File: src/rtl/seq_mul_pkg.sv
// Shared definitions for the repeated-addition multiplier: controller states
// and the default operand width.
package seq_mul_pkg;

    localparam int SEQ_MUL_WIDTH = 5;

    typedef enum logic [1:0] {
        IDLE   = 2'd0,
        LOAD_B = 2'd1,
        CALC   = 2'd2,
        DONE   = 2'd3
    } seq_mul_state_t;

endpackage

File: src/rtl/seq_mul_datapath.sv
// Operand/accumulator registers for the repeated-addition multiplier.
// The controller sequences it through load, clear, add and decrement strobes.
module seq_mul_datapath
    import seq_mul_pkg::*;
#(
    parameter int WIDTH = SEQ_MUL_WIDTH
) (
    input  logic               clk,
    input  logic               rst_n,
    input  logic [WIDTH-1:0]   i_data,
    input  logic               i_lda,
    input  logic               i_ldb,
    input  logic               i_clrp,
    input  logic               i_addp,
    input  logic               i_decb,
    output logic [2*WIDTH-1:0] o_product,
    output logic               o_bz
);

    logic [WIDTH-1:0]   r_a;
    logic [WIDTH-1:0]   r_b;
    logic [2*WIDTH-1:0] r_p;
    logic [2*WIDTH-1:0] w_a_ext;
    logic [2*WIDTH-1:0] w_sum;
    logic [WIDTH-1:0]   w_b_dec;

    assign w_a_ext = {{WIDTH{1'b0}}, r_a};
    assign w_sum   = r_p + w_a_ext;
    assign w_b_dec = r_b - WIDTH'(1);

    always_ff @(posedge clk) begin
        if (!rst_n) begin
            r_a <= '0;
            r_b <= '0;
            r_p <= '0;
        end else begin
            if (i_lda) begin
                r_a <= i_data;
            end
            // Load wins over decrement; the two are never asserted together.
            if (i_ldb) begin
                r_b <= i_data;
            end else if (i_decb) begin
                r_b <= w_b_dec;
            end
            if (i_clrp) begin
                r_p <= '0;
            end else if (i_addp) begin
                r_p <= w_sum;
            end
        end
    end

    assign o_product = r_p;
    assign o_bz      = (r_b == '0);

endmodule

File: src/rtl/seq_multiplier.sv
// Multi-cycle multiplier: accepts A then B on a shared bus and accumulates
// A once per cycle while counting B down to zero, then pulses done.
//
// state  | meaning
// IDLE   | waiting for start; A captured and P cleared on the start cycle
// LOAD_B | capture B from data_in
// CALC   | P += A and B -= 1 while B != 0
// DONE   | one-cycle done pulse, product final
module seq_multiplier
    import seq_mul_pkg::*;
#(
    parameter int WIDTH = SEQ_MUL_WIDTH
) (
    input  logic               clk,
    input  logic               rst_n,
    input  logic               start,
    input  logic [WIDTH-1:0]   data_in,
    output logic [2*WIDTH-1:0] product,
    output logic               busy,
    output logic               done
);

    seq_mul_state_t r_state;
    logic           r_busy;
    logic           r_done;

    logic w_lda;
    logic w_ldb;
    logic w_clrp;
    logic w_addp;
    logic w_decb;
    logic w_bz;

    assign w_lda  = (r_state == IDLE) && start;
    assign w_clrp = w_lda;
    assign w_ldb  = (r_state == LOAD_B);
    assign w_addp = (r_state == CALC) && !w_bz;
    assign w_decb = w_addp;

    // busy/done are registered alongside the state so they track it exactly.
    always_ff @(posedge clk) begin
        if (!rst_n) begin
            r_state <= IDLE;
            r_busy  <= 1'b0;
            r_done  <= 1'b0;
        end else begin
            r_done <= 1'b0;
            case (r_state)
                IDLE: begin
                    if (start) begin
                        r_state <= LOAD_B;
                        r_busy  <= 1'b1;
                    end
                end
                LOAD_B: begin
                    r_state <= CALC;
                end
                CALC: begin
                    if (w_bz) begin
                        r_state <= DONE;
                        r_done  <= 1'b1;
                    end
                end
                DONE: begin
                    r_state <= IDLE;
                    r_busy  <= 1'b0;
                end
                default: begin
                    r_state <= IDLE;
                    r_busy  <= 1'b0;
                end
            endcase
        end
    end

    seq_mul_datapath #(
        .WIDTH (WIDTH)
    ) u_datapath (
        .clk       (clk),
        .rst_n     (rst_n),
        .i_data    (data_in),
        .i_lda     (w_lda),
        .i_ldb     (w_ldb),
        .i_clrp    (w_clrp),
        .i_addp    (w_addp),
        .i_decb    (w_decb),
        .o_product (product),
        .o_bz      (w_bz)
    );

    assign busy = r_busy;
    assign done = r_done;

endmodule

File: config.mk
export PLATFORM = sky130hd
export DESIGN_NAME = seq_multiplier
export DESIGN_NICKNAME = d
export VERILOG_FILES = /design/src/rtl/seq_mul_pkg.sv /design/src/rtl/seq_mul_datapath.sv /design/src/rtl/seq_multiplier.sv
export SDC_FILE = /design/constraint.sdc
export NUM_CORES = 1
export LEC_CHECK = 0
export BUFFER_PORTS_ARGS = -buffer_cell sky130_fd_sc_hd__buf_2
export CORE_UTILIZATION = 40
export DETAILED_ROUTE_END_ITERATION = 12
export PLACE_DENSITY = 0.66
export SYNTH_ARGS = -nofsm -noshare
export SYNTH_HDL_FRONTEND = slang
export SYNTH_SLANG_ARGS = --single-unit
export TNS_END_PERCENT = 50
File: constraint.sdc
create_clock -name clk -period 2.2 [get_ports clk]
set_clock_uncertainty 0.1 [all_clocks]
set_input_delay 0.44 -clock clk [delete_from_list [all_inputs] [get_ports clk]]
set_output_delay 0.44 -clock clk [all_outputs]
set_load 0.01 [all_outputs]
Word-level counts from Yosys, hierarchy flattened:

Index checks and enable logic that the tools add are counted.

* bits in registers: 24
* latch bits: 0
* bits in writable memories: 0
* ROM bits: 0
* input port bits: 8
* output and inout port bits: 12
* logic and storage cells: 33
* memories: 0

* add/sub/neg operators: 2
* $mul: 0
* div/mod/pow operators: 0
* $lt $le $gt $ge: 0
* equality and inequality tests: 5
* shift operators: 0
* multiplexer cells: 8
* bitwise operators: 1
* reductions and logical operators: 11

Operators with widths (number)
* adder 10 x 5 -> 10 bit: 1
* 2-to-1 mux 5 bit: 2
* case mux 2 bit (4 select lines): 1
* AND reduction 2 bit: 3
* zero test 5 bit: 1
* subtractor 5 x 1 -> 5 bit, second input constant: 1
* == test 2 bit, second input constant: 2
* 2-to-1 mux 2 bit: 2
* != test 2 bit, second input constant: 2
* nonzero test 2 bit: 2
* == test 2 x 1 -> 1 bit, second input constant: 1
* logical AND 1 bit: 2
* zero test 2 bit: 1
* 2-to-1 mux 1 bit: 2
* case mux 1 bit (2 select lines): 1
* OR reduction 2 bit: 1
* zero test 1 bit: 1
* inverter 1 bit: 1

Logic depth before layout (Yosys ltp):

* word-level depth: 5
* mapped depth: 8

By module:

Synthesis repeated with hierarchy kept, for this count alone.

* cell total of the unflattened synthesis: 145
* area total of the unflattened synthesis: 1356.3 um^2

Modules (own cells, without submodules)
* seq_mul_datapath: times used 1, cells an instance 122, area each 1127.3 um^2, sequential area each 400.4 um^2
* seq_multiplier: times used 1, cells an instance 23, area each 229.0 um^2, sequential area each 80.1 um^2

Worst setup path before layout:

No wires, ideal clock.

* kind: register to register
* start point: reg u_datapath.r_p[0], in the netlist u_datapath.o_product[0]
* end point: reg u_datapath.r_p[8], in the netlist u_datapath.o_product[8]
* setup time: 0.072 ns
* arrival: 1.856 ns
* required time: 2.028 ns
* setup slack: 0.172 ns
* stages on the path, launching flop included: 9
* path buffers: 0
* period minus slack after synthesis: 2.028 ns
* path through: dfxtp_1 -> ha_1 -> inv_1 -> fa_1 -> nand2b_1 -> a21oi_2 -> o21ai_0 -> or3_1 -> a21oi_1

* longest elaborated chain between the ends: 1

Ends and longest elaborated chain
* start, declared: RTL line seq_mul_datapath.sv:22 `logic [2*WIDTH-1:0] r_p;`
* start signal, assigned: RTL line seq_mul_datapath.sv:49 `r_p <= w_sum;`
* adder 10 x 5 -> 10 bit: RTL line seq_mul_datapath.sv:28 `assign w_sum = r_p + w_a_ext;`

Every way passes these cells.
A chain may end at the register's enable or synchronous reset.

Worst setup path after layout:

Ends and elaborated chain as after synthesis.

==> flow_summary.ini <==
[outcome]
status = finished, violations left
failed_checks = DRC

[clock_network]
cts_tree = built
cts_setup_buffers = 0
clk_latency_ns = 0.33
cts.path.max_buffers = 2
clkSlewWorstSetupHoldPaths_ns = 0.14
cts_buffers = 3
cts_sinks = 24
cts_root_buf = clkbuf_4
cts_max_level = 1

[routing]
detail-route-antenna-nets = 0
wl_met2_mm = 1.27
num_vias = 1039
drt_wl_total_mm = 2.64
via_per_inst = 5.00
wl_met3_um = 91
first_iter_violations = 36
wl_met1_mm = 1.26
drtPass1Iterations = 8
highest_layer = met4
drc = 1
avgRoutedWirePerCell_um = 12.7

[sta]
slew_viol_final = 0
fin_crit_ns = 2.08
relSlewSlack = 0.718
hold_viol_final = 0
tightest_slew_ns = 0.419
hold_slack_ns = 0.266
fin_tns_setup_ns = 0
setup_viol = 0
post-route-period-util = 0.945
fmax_mhz = 481

[global_routing]
overflow = 0
track_usage = 0.162
grt_pass1_wl_mm = 4.16
grt_max_degree = 16
grt_pass1_vias = 948
grt_antenna_before_repair = 0

[setup_path]
path_class = flip-flop to flip-flop
critPathArrivalTime_ns = 2.24
cp-start-kind = flip-flop
required_ns = 2.36
cp_max_fo = 3
worst_setup_path_end_kind = flip-flop

[floorplan]
die_w_um = 58.0
row_count = 19
die-area_um2 = 3370
core_area_um2 = 2880
io_pins = 20
start_util = 0.437
die_h_um = 58.0

[layout]
drive_gt1_frac = 0.211
stdcell_count = 208
final_nets = 186
multi_input_area_um2 = 741
antenna_cells = 0
area_growth_pct = 17.2
register_area_um2 = 483
fillers = 299
final_util = 0.512

[yosys]
yosysWarnings = 0
netlist_instances = 145
synth_top_cell_area_share = 0.382
synth_area_leaders = dfxtp_1 38%, ha_1 10%, nand2_1 5.7%
synth_edf_count = 0
syn_nets = 164
async_reset_ff_frac = 0
netlist_area_um2 = 1260
synth.largest_area_cell = dfxtp_1
yosysSeqAreaShare = 0.382
ys.flop_type = dfxtp_1
synth.distinct_cells = 36
ys_ff_latch = 24
avgSynthCellArea_um2 = 8.66
synth_top_cells_by_count = 24 x dfxtp_1, 19 x nand2_1, 12 x a21oi_1, 10 x ha_1
yosysMostFrequentCell = dfxtp_1

[power_and_ir_drop]
finalPower_mw = 1.51
clock_power_share = 0.216
ir_worst_vdd_mv = 0.542
swShare = 0.354
internal-power_uw = 974
cellPowerDensity_nw_per_um2 = 1020
p_leak_nw = 0.629
pwr-share-seq = 0.399
netSwitchingPower_uw = 534
power.share.combinational = 0.385

[flow_run]
drv_cap = 0

[placed_design]
port_buffers = 19
gp_congestion = 0.804
dpl.cell_count = 204
dp_hpwl_mm = 1.99

[min_path]
hold_class = input port to flip-flop
flip-flops by register name (all words and copies together) (netlist names):
name / cells
u_datapath.r_a: 5
u_datapath.o_product: 10
u_datapath.r_b: 5
done: 1
r_state: 2
busy: 1
power groups by stage:
stage	clock [mW]	combinational, mW	sequential (mW)
after global routing	0.348	0.652	0.615
final	0.325	0.581	0.602
after CTS	0.329	0.581	0.601
after global placement	0	0.561	0.604
after floorplan	0	0.444	0.600
after detailed placement	0	0.578	0.611
cells by family (layout without fill, tap and decap cells):
group	after synthesis	in the layout	synth area share
AOI/OAI and AO/OA	35	35	0.180
xor gates and xnor gates	7	7	0.0488
adders and majority gates	11	11	0.116
buffers and inverters	13	34	0.0398
DFF	24	24	0.382
muxes	1	1	0.00797
and+or+nand+nor	54	54	0.225
worst max-delay path, cell delays in order, from the launching register on:
cell	delay (ns)
dfxtp_2	0.36
ha_1	0.17
inv_1	0.06
fa_1	0.40
nand2b_4	0.18
a21oi_4	0.17
o21ai_1	0.08
or3_1	0.35
a21oi_1	0.14
worst paths after layout:
check                                            start                              endpoint  slack, ns  cells after the start
setup / recovery  u_datapath.o_product[0]$_SDFFE_PP0P_  u_datapath.o_product[8]$_SDFFE_PP0P_       0.12                      8
hold / removal                              data_in[1]        u_datapath.r_b[1]$_SDFFE_PN0P_       0.27                      3
setup reg to reg  u_datapath.o_product[0]$_SDFFE_PP0P_  u_datapath.o_product[8]$_SDFFE_PP0P_       0.12                      8
hold reg to reg   u_datapath.o_product[0]$_SDFFE_PP0P_  u_datapath.o_product[0]$_SDFFE_PP0P_       0.38                      2
stage by stage:
stage | area, µm² | setup slack, ns
2_1_floorplan | 1260 | 0.172
3_3_place_gp | 1400 | 0.172
3_5_place_dp | 1400 | 0.114
4_1_cts | 1460 | 0.0737
5_1_grt | 1470 | -0.00705
6_report | 1470 | 0.120
cell type report:
| cell class | count | area share |
|---|---|---|
| clock inverters | 1 | 0.0204 |
| clock buffers | 3 | 0.0153 |
| multi-input cells | 108 | 0.503 |
| flip-flops and latches | 24 | 0.328 |
| inverters | 9 | 0.0229 |
| repair buffers | 21 | 0.0748 |
| well taps | 42 | 0.0357 |
placed cells by master (no fill, tap or decap), drive strengths merged:
master   n
or3      2
o221a    1
mux2i    1
xor2     4
a21boi   6
nand4    1
and3     2
o21ai    9
and4     1
ha      10
a21o     1
nor3b    1
nor2     9
xnor2    3
a211oi   1
buf     21
a21oi   13
nor2b    3
nand2b   3
inv      9
o21a     1
nand3b   1
nand3    8
a2111o   1
bufinv   1
nand2   19
nor4     1
dfxtp   24
clkbuf   3
fa       1
and2     2
o211ai   2
nor4b    1
timing repair:
item,CTS,global route
setup endpoints to repair,0,1
gates resized for setup,0,5
hold buffers,0,0
routing by layer:
metal / vias up / GRT usage
met5: - / 0
met4: 0 / 0.0408
met3: 2 / 0.0424
met2: 19 / 0.282
met1: 480 / 0.198
li1: 538 / -
Note: power is estimated with default switching activity, not from simulation.
